$ cat src/rtl/servo_pkg.sv
// rtl/servo_pkg.sv - shared types and constants for the servo sequencer
package servo_pkg;

    // Sequencer states
    typedef enum logic [2:0] {
        ST_IDLE  = 3'd0,
        ST_FETCH = 3'd1,
        ST_LATCH = 3'd2,
        ST_HOLD  = 3'd3,
        ST_NEXT  = 3'd4,
        ST_END   = 3'd5
    } state_t;

    // MSB of each 8-bit field inside a ROM word
    localparam int S1_MSB = 31;
    localparam int S2_MSB = 23;
    localparam int S3_MSB = 15;
    localparam int T_MSB  = 7;

    // 20 ms at 50 MHz
    localparam int TICK_DIV_DEF = 1000000;

    // Extract the 8-bit field whose MSB sits at msb
    function automatic logic [7:0] field8(input logic [31:0] word, input int msb);
        return word[msb -: 8];
    endfunction

endpackage

$ cat src/rtl/divisor_20ms.sv
// rtl/divisor_20ms.sv - free-running 20 ms tick divider with synchronous clear
module divisor_20ms
    import servo_pkg::*;
#(
    parameter int TICK_DIV = TICK_DIV_DEF
) (
    input  logic CLK,
    input  logic RST,
    input  logic CLR,
    output logic TICK
);

    localparam int CW = (TICK_DIV > 1) ? $clog2(TICK_DIV) : 1;
    localparam logic [CW-1:0] CNT_LAST = CW'(TICK_DIV - 1);

    logic [CW-1:0] cnt_q;
    logic [CW-1:0] cnt_d;

    // Next count: wrap at TICK_DIV-1, forced to zero while cleared
    always_comb begin
        cnt_d = cnt_q + 1'b1;
        if (CLR || (cnt_q == CNT_LAST)) begin
            cnt_d = '0;
        end
    end

    // Count register
    always_ff @(posedge CLK) begin
        if (RST) begin
            cnt_q <= '0;
        end else begin
            cnt_q <= cnt_d;
        end
    end

    // Tick marks the last cycle of each time unit
    assign TICK = (cnt_q == CNT_LAST);

endmodule

$ cat src/rtl/secuenciador_servos.sv
// rtl/secuenciador_servos.sv - walks the servo-position ROM and holds each step's targets
module secuenciador_servos
    import servo_pkg::*;
#(
    parameter int TICK_DIV = TICK_DIV_DEF,
    parameter int LAST_POS = 11,
    parameter int ADDR_W   = 8
) (
    input  logic              CLK,
    input  logic              RST,
    input  logic              START,
    input  logic              LOOP,
    input  logic [31:0]       DATOS,
    output logic [ADDR_W-1:0] POS,
    output logic [7:0]        SERVO1,
    output logic [7:0]        SERVO2,
    output logic [7:0]        SERVO3,
    output logic              BUSY,
    output logic              DONE
);

    localparam logic [ADDR_W-1:0] LAST_ADDR = ADDR_W'(LAST_POS);

    state_t            state_q;
    logic [ADDR_W-1:0] pos_q;
    logic [7:0]        servo1_q;
    logic [7:0]        servo2_q;
    logic [7:0]        servo3_q;
    logic [7:0]        units_q;
    logic              busy_q;
    logic              done_q;

    logic       tick;
    logic       div_clr;
    logic [7:0] time_field;

    // The divider only runs inside HOLD, so every hold starts from a fresh count
    assign div_clr    = (state_q != ST_HOLD);
    assign time_field = field8(DATOS, T_MSB);

    divisor_20ms #(
        .TICK_DIV (TICK_DIV)
    ) u_divisor (
        .CLK  (CLK),
        .RST  (RST),
        .CLR  (div_clr),
        .TICK (tick)
    );

    // Sequencer FSM with registered outputs
    always_ff @(posedge CLK) begin
        if (RST) begin
            state_q  <= ST_IDLE;
            pos_q    <= '0;
            servo1_q <= '0;
            servo2_q <= '0;
            servo3_q <= '0;
            units_q  <= '0;
            busy_q   <= 1'b0;
            done_q   <= 1'b0;
        end else begin
            done_q <= 1'b0;
            case (state_q)
                ST_IDLE: begin
                    if (START) begin
                        pos_q   <= '0;
                        busy_q  <= 1'b1;
                        state_q <= ST_FETCH;
                    end
                end
                ST_FETCH: begin
                    // ROM registers POS on this edge
                    state_q <= ST_LATCH;
                end
                ST_LATCH: begin
                    // A zero time field marks the end of the programmed sequence
                    if (time_field == 8'd0) begin
                        state_q <= ST_END;
                    end else begin
                        servo1_q <= field8(DATOS, S1_MSB);
                        servo2_q <= field8(DATOS, S2_MSB);
                        servo3_q <= field8(DATOS, S3_MSB);
                        units_q  <= time_field;
                        state_q  <= ST_HOLD;
                    end
                end
                ST_HOLD: begin
                    if (tick) begin
                        units_q <= units_q - 8'd1;
                        if (units_q == 8'd1) begin
                            state_q <= ST_NEXT;
                        end
                    end
                end
                ST_NEXT: begin
                    if (pos_q == LAST_ADDR) begin
                        state_q <= ST_END;
                    end else begin
                        pos_q   <= pos_q + 1'b1;
                        state_q <= ST_FETCH;
                    end
                end
                ST_END: begin
                    if (LOOP) begin
                        pos_q   <= '0;
                        state_q <= ST_FETCH;
                    end else begin
                        done_q  <= 1'b1;
                        busy_q  <= 1'b0;
                        state_q <= ST_IDLE;
                    end
                end
                default: begin
                    busy_q  <= 1'b0;
                    state_q <= ST_IDLE;
                end
            endcase
        end
    end

    assign POS    = pos_q;
    assign SERVO1 = servo1_q;
    assign SERVO2 = servo2_q;
    assign SERVO3 = servo3_q;
    assign BUSY   = busy_q;
    assign DONE   = done_q;

endmodule

$ cat config.mk
export PLATFORM = sky130hd
export DESIGN_NAME = secuenciador_servos
export DESIGN_NICKNAME = d
export VERILOG_FILES = /design/src/rtl/servo_pkg.sv /design/src/rtl/divisor_20ms.sv /design/src/rtl/secuenciador_servos.sv
export SDC_FILE = /design/constraint.sdc
export NUM_CORES = 1
export LEC_CHECK = 0
export BUFFER_PORTS_ARGS = -buffer_cell sky130_fd_sc_hd__buf_4
export CAP_MARGIN = 20
export CORE_AREA = 5 5 109 111
export CTS_CLUSTER_SIZE = 12
export DETAILED_ROUTE_END_ITERATION = 7
export DIE_AREA = 0 0 114 116
export GPL_TIMING_DRIVEN = 0
export SLEW_MARGIN = 20
export SYNTH_ARGS = -nofsm -noshare
export SYNTH_HDL_FRONTEND = slang
export SYNTH_SLANG_ARGS = --single-unit
$ cat constraint.sdc
create_clock -name CLK -period 1.75 [get_ports CLK]
set_input_delay 0.2625 -clock CLK [delete_from_list [all_inputs] [get_ports CLK]]
set_output_delay 0.2625 -clock CLK [all_outputs]
set_load 0.005 [all_outputs]
# Word level (Yosys, flattened, before mapping)
# Cells that the tools add are included.
# Widths: inputs -> output; s select.
# classes
n_addsub	3
mul	0
div_mod_pow	0
magnitude_cmp	0
eq_ne	16
shift	0
n_mux	18
bitwise_logic	3
reduce_logical	13
# op_table
cell	n
$mux 8	5
$pmux 8 s3	1
$add 20x1->20 const B	1
$eq 20x20->1 const B	1
$pmux 3 s6	1
$pmux 8 s2	1
$mux 3	5
$ne 2x2->1 const B	7
$reduce_and 3->1	3
$add 8x1->8 const B	1
$eq 8x1->1 const B	1
$eq 8x4->1 const B	1
$logic_not 8->1	1
$sub 8x1->8 const B	1
$eq 3x2->1 const B	2
$eq 3x3->1 const B	2
$mux 1	4
$reduce_and 4->1	1
$reduce_or 2->1	2
$reduce_or 4->1	1
$eq 3x1->1 const B	1
$logic_not 3->1	1
$ne 3x2->1 const B	1
$not 1->1	3
5 further kinds	5
# word_totals
regBits	65
latchBits	0
ram_bits	0
rom_bits	0
out_inout_bits	34
elab_cells	62
memories	0

# Longest topological paths before layout
# logic_depth
depth_word	4
ltp_mapped	7
mapped_depth_nobuf	6

# Modules after synthesis
# A second synthesis with hierarchy kept.
# unflattened
cells_unflattened	335
hier_area_um2	3065.4
# by_module_without_submodules
mod	instances	cells_per_inst	area_per_inst_um2	seq_area_each_um2
secuenciador_servos	1	227	2133.3	900.9
divisor_20ms	1	108	932.1	400.4

# Least setup slack after synthesis
# Ideal clock, no wire load.
# synth_path
kind	register to register
start	reg u_divisor.cnt_q[2]
end	reg units_q[1]
setup_time_ns	0.121
t_arrival_ns	1.544
setup_slack_ns	0.085
stages_incl_launch_ff	6
cell_sequence	dfxtp_1 -> and4_2 -> buf_2 -> and4_1 -> a21oi_4 -> mux2_2
# synth_via
elab_chain_cells	3
# synth_rtl
element	line_no	rtl
start: declaration	divisor_20ms.sv:16	logic [CW-1:0] cnt_q;
start signal: assignment	divisor_20ms.sv:32	cnt_q <= cnt_d;
$eq 20x20->1	divisor_20ms.sv:37	assign TICK = (cnt_q == CNT_LAST);
$ne 2x2->1 (no source line)	--	
$reduce_and 3->1 (no source line)	--	
end signal: assignment	secuenciador_servos.sv:83	units_q <= time_field;
end signal: assignment	secuenciador_servos.sv:89	units_q <= units_q - 8'd1;
end: declaration	secuenciador_servos.sv:29	logic [7:0] units_q;
# Every way passes these cells.
# A chain may end at the register's enable or synchronous reset.

# Final worst setup path
# layout_path
start	reg u_divisor.cnt_q[7]
end	reg u_divisor.cnt_q[17]
# layout_via
elab_chain_cells	3
word_cells_on_any_way	4
# layout_rtl
element
branches (longest 3 deep; another with $add 20x1->20)
# Several ways; the timed one is not identified.

==> out/summary.txt <==
Number of buffers created by CTS - 9
I/O pins - 70
Clk root buf - clkbuf_8
Critical path's slowest cell - or4_4
Area growth syn-to-layout - 32.17%
# rows - 38
Largest net degree at the start of global routing - 11
Residual DRC - 0
First-pass GRT wire length - 12910 um
Crit-path max FO - 6
Max Clock Freq - 595.6 MHz
Initial Util - 29.71%
Tmin final - 1679 ps
Mean Syn Cell Area - 8.952 um2
Clock sink count - 65
Port Buffers - 69
Setup TNS - 0 ps
Layout Utilization - 39.26%
ANT cells - 0
Cell Area, Placed - 3871 um2
Starting DRT DRC Count - 154
Worst-Skew Late Latency - 330 ps
CTS tree - built
Final period utilization - 95.95%
Arrival @ worst endpoint - 1940 ps
CP required - 2010 ps
Total GRT Usage - 11.96%
Reg clk slew, reported paths - 70 ps
Die footprint - 13220 um2
Largest cells by area after synthesis - dfxtp_1 41%, mux2i_1 9.4%, nor2_1 5.2%
Most frequent cell after synthesis - dfxtp_1
Cells after Synth - 355
Final GP Congestion - 0.8121
Maxcap violations - 0
Yosys cell types - 49
Peak supply drop - 0.4952 mV
LEAKAGE - 0.001600 uW
Register bit total from synthesis - 65
Ys async rst share - 0%
Net count, final - 475
Synth top cells by count - 65 x dfxtp_1, 44 x nor2_1, 30 x mux2i_1
Syn Nets - 395
Slew Viols, Final - 0
Worst setup EP type - flip-flop
Final instance area - 4200 um2
Layout cells sized above 1 - 31.51%
H-Tree Level Count - 3
Routed WL per cell - 13.99 um
Non-Filler Instances - 578
Post-synth EDFFs - 0
Vias per cell - 4.957
PD cells - 866.6 nW/um2
Sequential share of the synthesized area - 40.94%
Die X - 114 um
Top_reg_cell synth - dfxtp_1
Worst setup SP type - flip-flop
Antenna viol nets, final - 0
Reg2reg setup slack - 70 ps
Hpwl dp - 5847 um
Bufs on Longest Clock Path - 2
Overflow after GRT - 0
Die Y - 116 um
Critical path class - flip-flop to flip-flop
Crit path largest cell delay - 550 ps
HP Class - input port to flip-flop
Slew headroom - 63.50%
Share of the synthesized area in the top cell type - 40.94%
Final Hold Viols - 0
Drt pass-1 iters - 4
Initial antenna violation count - 0
Setup violations, final - 0
Final WL - 8089 um
Via count of the first global-routing pass - 2765
Hold Worst Slack - 166.6 ps
Outcome - finished, final reports clean
Mapped Area - 3178 um2
Core ar. - 10700 um2
Ys Warns - 0
Placed insts - 564
Worst-Margin Slew - 543.4 ps
Synth area leader - dfxtp_1
Vias - 2865
Crit-path cells - nand4_4, or4_4, or3_1, a21oi_2
Clock Skews - 13.80 ps
[metal layers]
metal,vias up,track usage (%),routed length [um]
met5,-,0,0
met4,0,3.800,97
met1,1382,14.33,3452
met3,6,3.081,225
li1,1442,-,-
met2,35,20.96,4313
[final cells by class]
type	instances	area, um2
multi-input cells	253	1795
plain buffers	18	116.4
inverters	14	52.55
clock buffers	11	141.4
repair buffers	74	555.5
fillers	1075	6497
well taps	140	175.2
flip-flops and latches	65	1321
clock inverters	3	42.54
[sequential cells by signal, summed over array words and instances (netlist names)]
| name | count |
|---|---|
| SERVO3 | 8 |
| u_divisor.cnt_q | 20 |
| SERVO2 | 8 |
| SERVO1 | 8 |
| state_q | 3 |
| DONE | 1 |
| units_q | 8 |
| BUSY | 1 |
| POS | 8 |
[metrics by stage]
step,setup WS (ps),total power (uW)
detailed placement,-228.2,2387
global placement,-215.3,2374
global route,-23.78,3842
finish,70.91,3640
CTS,1.052,3632
floorplan,85.29,2116
[critical path: cells and delay by family, from the launching register on]
kind	cells	cell delay [ps]
flops	1	410
simple gates	3	1060
compound gates	1	130
[cells by family after synthesis]
kind of cell	Yosys count	synth area share [%]
AOI/OAI and AO/OA	59	12.95
xor gates and xnor gates	14	3.858
adders and majority gates	4	1.575
buffers and inverters	37	4.882
DFF	65	40.94
muxes	35	11.22
and+or+nand+nor	141	24.57
[where the power goes]
part	switching, uW	internal, uW
Clock	546	679
Sequential	71.1	1570
Combinational	373	402
[repair_timing]
action,4_1_cts,5_1_grt
pin swaps,1,2
setup buffers,1,4
hold buffers,0,0
setup endpoints to repair,50,57
resized for setup,9,39
[cell usage in the layout (no fill, tap or decap), drive strengths merged, types with 5 or more instances in the layout]
cell     n
nor4    10
nor3     7
o21ai   10
inv     13
nand4   11
or3      6
xor2     8
mux2i   30
xnor2    6
nand3    9
buf     81
a211oi   6
nor4b    5
and4     6
nor2b    6
a21oi   16
nor3b    5
o211ai  13
nand2   15
mux2     5
dfxtp   65
clkbuf  22
nor2    44
[worst paths after layout]
check / startpoint / end / cells after the start
hold reg to reg: u_divisor.cnt_q[0]$_SDFF_PP0_ / u_divisor.cnt_q[0]$_SDFF_PP0_ / 1
setup reg to reg: u_divisor.cnt_q[7]$_SDFF_PP0_ / u_divisor.cnt_q[17]$_SDFF_PP0_ / 4
hold / removal: DATOS[23] / SERVO2[7]$_SDFFE_PP0P_ / 3
setup / recovery: u_divisor.cnt_q[7]$_SDFF_PP0_ / u_divisor.cnt_q[17]$_SDFF_PP0_ / 4
No activity file was read; power rests on OpenSTA's default activity.
